### config.mk
export PLATFORM = sky130hd
export DESIGN_NAME = mem_access_ctrl
export DESIGN_NICKNAME = d
export VERILOG_FILES = /design/src/rtl/mem_access_ctrl.sv
export SDC_FILE = /design/constraint.sdc
export NUM_CORES = 1
export LEC_CHECK = 0
export CORE_MARGIN = 4
export CORE_UTILIZATION = 43
export CTS_CLUSTER_SIZE = 8
export DETAILED_ROUTE_END_ITERATION = 12
export GPL_ROUTABILITY_DRIVEN = 0
export PLACE_DENSITY = 0.84
export SLEW_MARGIN = 20
export SYNTH_ARGS = -nofsm -noshare
export SYNTH_HDL_FRONTEND = slang
export SYNTH_SLANG_ARGS = --single-unit
### constraint.sdc
create_clock -name clk -period 2.9 [get_ports clk]
set_input_delay 0.87 -clock clk [delete_from_list [all_inputs] [get_ports clk]]
set_output_delay 0.87 -clock clk [all_outputs]
set_load 0.02 [all_outputs]
### src/rtl/mem_access_ctrl.sv
// mem_access_ctrl: load/store sequencer between a pipeline stage and the data
// cache. It handles direct word and byte accesses and LDI/STI-style indirect
// accesses, which first read a pointer word and then access the pointed-to
// address.
//
// Build option: define MEM_ALIGN_CHECK_EN to turn misaligned word addresses
// (direct, or loaded as a pointer) into an alignment fault with no data
// access. When it is not defined, the low address bits are cleared without
// notice and fault_out is tied to 0.
//
// Ports
//   clk, rst                 clock, asynchronous active-high reset
//   valid_in                 stage holds a valid instruction
//   req_read/req_write       load / store (both set = load)
//   req_byte, req_indirect   byte size, two-access indirect
//   address_in, wdata_in     effective address, store data
//   stall_in                 downstream stall, holds DONE
//   dcache_rdata/resp        cache read data and response
//   dcache_*                 cache request (driven from registered state only)
//   rdata_out                aligned load result, bytes zero-extended
//   valid_out, mem_stall     completion, stage stall
//   fault_out                alignment fault while in DONE
//
// state | meaning
// IDLE  | wait for a request; capture address, data and type
// PTR   | indirect only: read the pointer word
// ACC   | data read or write at the final address
// DONE  | result presented; held while stall_in is high
module mem_access_ctrl #(
    parameter int DATA_W = 16,
    parameter int ADDR_W = 16
) (
    input  logic                clk,
    input  logic                rst,
    input  logic                valid_in,
    input  logic                req_read,
    input  logic                req_write,
    input  logic                req_byte,
    input  logic                req_indirect,
    input  logic [ADDR_W-1:0]   address_in,
    input  logic [DATA_W-1:0]   wdata_in,
    input  logic                stall_in,
    input  logic [DATA_W-1:0]   dcache_rdata,
    input  logic                dcache_resp,
    output logic [ADDR_W-1:0]   dcache_address,
    output logic                dcache_read,
    output logic                dcache_write,
    output logic [DATA_W-1:0]   dcache_wdata,
    output logic [DATA_W/8-1:0] dcache_byte_enable,
    output logic [DATA_W-1:0]   rdata_out,
    output logic                valid_out,
    output logic                mem_stall,
    output logic                fault_out
);

    localparam int BYTES = DATA_W / 8;
    localparam int LSB_W = $clog2(BYTES);
    localparam logic [ADDR_W-1:0] LANE_MASK = ADDR_W'(BYTES - 1);

    typedef enum logic [1:0] {IDLE, PTR, ACC, DONE} state_t;

    state_t state_q, state_d;

    logic [ADDR_W-1:0] addr_q;
    logic [DATA_W-1:0] wdata_q;
    logic              read_q;
    logic              byte_q;
    logic              ind_q;
    logic [ADDR_W-1:0] ptr_q;
    logic [DATA_W-1:0] rdata_q;

    logic              mem_req;
    logic              align_fault_in;
    logic              ptr_fault;
    logic [ADDR_W-1:0] acc_src;
    logic [ADDR_W-1:0] acc_addr;
    logic [LSB_W-1:0]  acc_lane;
    logic [BYTES-1:0]  acc_be;
    logic [DATA_W-1:0] acc_wdata;
    logic [DATA_W-1:0] rd_fmt;

    // A simultaneous read and write is handled as a read.
    assign mem_req = valid_in & (req_read | req_write);

`ifdef MEM_ALIGN_CHECK_EN
    assign align_fault_in = !req_byte && (|address_in[LSB_W-1:0]);
    assign ptr_fault      = !byte_q && (|dcache_rdata[LSB_W-1:0]);
`else
    assign align_fault_in = 1'b0;
    assign ptr_fault      = 1'b0;
`endif

    assign acc_src   = ind_q ? ptr_q : addr_q;
    assign acc_lane  = acc_src[LSB_W-1:0];
    assign acc_addr  = byte_q ? acc_src : (acc_src & ~LANE_MASK);
    assign acc_be    = byte_q ? (BYTES'(1) << acc_lane) : {BYTES{1'b1}};
    assign acc_wdata = byte_q ? {BYTES{wdata_q[7:0]}} : wdata_q;
    assign rd_fmt    = byte_q ? DATA_W'(dcache_rdata[{acc_lane, 3'b000} +: 8]) : dcache_rdata;

    always_comb begin
        state_d            = state_q;
        valid_out          = 1'b0;
        mem_stall          = 1'b0;
        dcache_read        = 1'b0;
        dcache_write       = 1'b0;
        dcache_address     = '0;
        dcache_wdata       = '0;
        dcache_byte_enable = '0;
        case (state_q)
            IDLE: begin
                if (mem_req) begin
                    mem_stall = 1'b1;
                    if (align_fault_in) begin
                        state_d = DONE;
                    end else if (req_indirect) begin
                        state_d = PTR;
                    end else begin
                        state_d = ACC;
                    end
                end else if (valid_in) begin
                    // Non-memory instruction passes straight through.
                    valid_out = 1'b1;
                end
            end
            PTR: begin
                mem_stall          = 1'b1;
                dcache_read        = 1'b1;
                dcache_address     = addr_q & ~LANE_MASK;
                dcache_byte_enable = {BYTES{1'b1}};
                if (dcache_resp) begin
                    state_d = ptr_fault ? DONE : ACC;
                end
            end
            ACC: begin
                mem_stall          = 1'b1;
                dcache_read        = read_q;
                dcache_write       = !read_q;
                dcache_address     = acc_addr;
                dcache_byte_enable = acc_be;
                dcache_wdata       = acc_wdata;
                if (dcache_resp) begin
                    state_d = DONE;
                end
            end
            DONE: begin
                valid_out = 1'b1;
                if (!stall_in) begin
                    state_d = IDLE;
                end
            end
            default: state_d = IDLE;
        endcase
    end

    always_ff @(posedge clk or posedge rst) begin
        if (rst) begin
            state_q <= IDLE;
            addr_q  <= '0;
            wdata_q <= '0;
            read_q  <= 1'b0;
            byte_q  <= 1'b0;
            ind_q   <= 1'b0;
            ptr_q   <= '0;
            rdata_q <= '0;
        end else begin
            state_q <= state_d;
            if (state_q == IDLE && mem_req) begin
                addr_q  <= address_in;
                wdata_q <= wdata_in;
                read_q  <= req_read;
                byte_q  <= req_byte;
                ind_q   <= req_indirect;
            end
            if (state_q == PTR && dcache_resp) begin
                ptr_q <= dcache_rdata[ADDR_W-1:0];
            end
            // Stores leave the last load result untouched.
            if (state_q == ACC && dcache_resp && read_q) begin
                rdata_q <= rd_fmt;
            end
        end
    end

    assign rdata_out = rdata_q;

`ifdef MEM_ALIGN_CHECK_EN
    logic fault_q;

    always_ff @(posedge clk or posedge rst) begin
        if (rst) begin
            fault_q <= 1'b0;
        end else if ((state_q == IDLE && mem_req && align_fault_in) ||
                     (state_q == PTR && dcache_resp && ptr_fault)) begin
            fault_q <= 1'b1;
        end else if (state_q == DONE && !stall_in) begin
            fault_q <= 1'b0;
        end
    end

    assign fault_out = fault_q;
`else
    assign fault_out = 1'b0;
`endif

endmodule

==> flow_summary.ini <==
[placed_design]
hpwlAfterDp_um = 6680
port_buffers = 110
dp.cells = 527
placed_area_um2 = 4850

[run]
drv.max_cap_violation_count = 0

[sta]
slew_viol_final = 0
tightest_slew_ns = 0.615
hold_viol_final = 0
finalCritPeriodShare = 0.983
clock_skew_ns = 0.00929
finalSetupViolations = 0
slew_headroom = 0.590
rsz0062_at_grt = yes
fin_crit_ns = 2.85
timing.fmax_mhz = 351

[synth]
synth_top_family_by_area = multiplexers
yosysSeqAreaShare = 0.487
synthArstFlopShare = 1.00
yosysTopAreaCellShare = 0.487
ys_ff_latch = 69
synth.avg_cell_area_um2 = 11.5
yosysMostFrequentCell = dfrtp_1
synth_top_area_cell = dfrtp_1
netlist_top_cells_count = dfrtp_1, o21ai_0, mux2_4, nand2_1, a21oi_1
synth-compound-area-share = 0.118
synthAdderAreaFrac = 0.0247
netlist_instances = 309
ys_types = 30
synth-warning-count = 0
synth_area_leaders = dfrtp_1, mux2_4, mux2_2
ys.flop_type = dfrtp_1
synth_edf_count = 0
yosys-mux-area-fraction = 0.237
synth-simple-area-share = 0.0900
synth_area_um2 = 3550
syn_nets = 373
synthXorXnorAreaFrac = 0

[cts]
clk_pin_slew_ns = 0.08
cts_setup_buffers = 0
cts-root-buf = clkbuf_8
cts_max_level = 3
cts_sinks = 69
holdBufCountCts = 0
numCtsBuffers = 9
cts_tree = yes
clockBufferDepth = 2
insertion_delay_ns = 0.34
cts_resized = 58

[setup_path]
cp-start-kind = input port
timing.rr.end = wdata_q[15]
crit_path_max_fanout = 3
cp.arrival_ns = 1.98
rr_worst_depth = 6
rr_startpoint = state_q[0]
cp-end-kind = output pin
cp.required_ns = 2.03
regToRegSetupSlack_ns = 0.85
critPathKind = input port to output pin
critPathLaunch = valid_in
endpoint = valid_out

[global_route]
antenna_found_initial = 0
overflow = 0
grt_max_degree = 70
grt_pass1_vias = 2986
track_usage = 0.187
grt_pass1_wl_um = 14700

[power_and_ir_drop]
switching_share = 0.406
p_int_w = 0.00341
power_frac_seq = 0.308
powerDensity_nw_per_um2 = 1170
power.share.clock = 0.136
p_leak_nw = 2.31
peakVddDrop_mv = 0.572
pwr-share-comb = 0.556
p_switching_w = 0.00233

[layout]
fin_area_um2 = 4930
instances_no_fill = 543
antenna_cells = 0
fin_util = 0.625
drive_gt1_frac = 0.288
syn2layout_area_growth_pct = 39.0
nets = 500

[floorplanning]
die_x_um = 98.8
ios = 112
core-area_um2 = 7890
die-height_um = 98.8
die_area_um2 = 9760
start_util = 0.450
placementRows = 32

[detailed_routing]
vias = 2783
drc = 0
routed_wl_um = 9070
vias_per_cell = 5.13
drtAntennaViolNets = 0
drt_iter0_markers = 100
drtPass1Iterations = 4
wl_per_cell_um = 16.7

[min_path]
hold_path.class = flip-flop to flip-flop

[run_status]
status = finished, final reports clean
[power groups by stage]
| stage | registers, W | clock network [W] | logic, W |
|---|---|---|---|
| 6_report | 0.00177 | 0.000784 | 0.00319 |
| 5_1_grt | 0.00183 | 0.000842 | 0.00345 |
| 4_1_cts | 0.00177 | 0.000797 | 0.00329 |
| 3_5_place_dp | 0.00177 | 0 | 0.00344 |
| 3_3_place_gp | 0.00175 | 0 | 0.00337 |
| 2_1_floorplan | 0.00179 | 0 | 0.00202 |
[worst min-delay path by stage]
stage                                to  cells past startpoint  slack (ns)     startpoint
after global placement     rdata_out[8]                      2        0.46   rdata_out[8]
after CTS                 rdata_out[10]                      2        0.49  rdata_out[10]
final                     rdata_out[13]                      2        0.48  rdata_out[13]
after floorplan               addr_q[7]                      1        0.47      addr_q[7]
after detailed placement  rdata_out[10]                      2        0.47  rdata_out[10]
after global routing           ptr_q[7]                      1        0.52       ptr_q[7]
[critical path, cell delays in order]
cell             delay (ns)
clkdlybuf4s50_1        0.56
a31oi_1                0.11
nor2_1                 0.10
dlygate4sd2_1          0.34
[stage by stage]
| step | hold WS [ns] | setup WS [ns] | power (W) | setup TNS, ns |
|---|---|---|---|---|
| after global routing | 0.519 | -0.00576 | 0.00613 | -0.00576 |
| after detailed placement | 0.475 | -0.286 | 0.00521 | -0.552 |
| after global placement | 0.462 | -0.259 | 0.00512 | -0.507 |
| after CTS | 0.491 | 0.000142 | 0.00585 | 0 |
| after floorplan | 0.473 | 0.290 | 0.00380 | 0 |
| final | 0.485 | 0.0495 | 0.00575 | 0 |
[state kept, by name, indices dropped and copies added, names as in the netlist]
signal,cells
read_q,1
rdata_out,16
byte_q,1
ptr_q,16
wdata_q,16
addr_q,16
ind_q,1
state_q,2
[layer usage]
metal  share of wire  vias up  wire length [um]  global-route usage
li1                -     1325                 -                   -
met5               0        -                 0                   0
met1            0.41     1337              3730               0.234
met2            0.49      107              4430               0.308
met4           0.017        0               156              0.0557
met3           0.084       14               766              0.0630
[cell type report]
cell class / instances / area [um^2]
clock inverters: 6 / 62.6
flip-flops and latches: 69 / 1730
well taps: 102 / 128
inverters: 6 / 22.5
repair buffers: 135 / 1170
multi-input cells: 215 / 1680
fillers: 643 / 2960
clock buffers: 10 / 138
[logic make-up (layout without fill, tap and decap cells)]
family	after synthesis	in the layout
fa+ha+maj	7	7
buf+inv	25	157
simple gates	69	69
other cells	1	1
flops	69	69
mux	65	65
compound gates	73	73
[layout by cell type, fill, tap and decap left out, types with 11 or more instances in the layout]
cell type | netlist | routed
a21oi_1 | 25 | 25
o21ai_0 | 32 | 32
nand2_1 | 30 | 30
dlygate4sd2_1 | 0 | 11
mux2i_1 | 11 | 11
nor2_1 | 13 | 13
mux2_2 | 23 | 23
clkdlybuf4s50_1 | 0 | 70
buf_4 | 4 | 23
dfrtp_1 | 69 | 68
clkbuf_2 | 0 | 19
mux2_4 | 30 | 30
(Power assumes the default switching activity.)
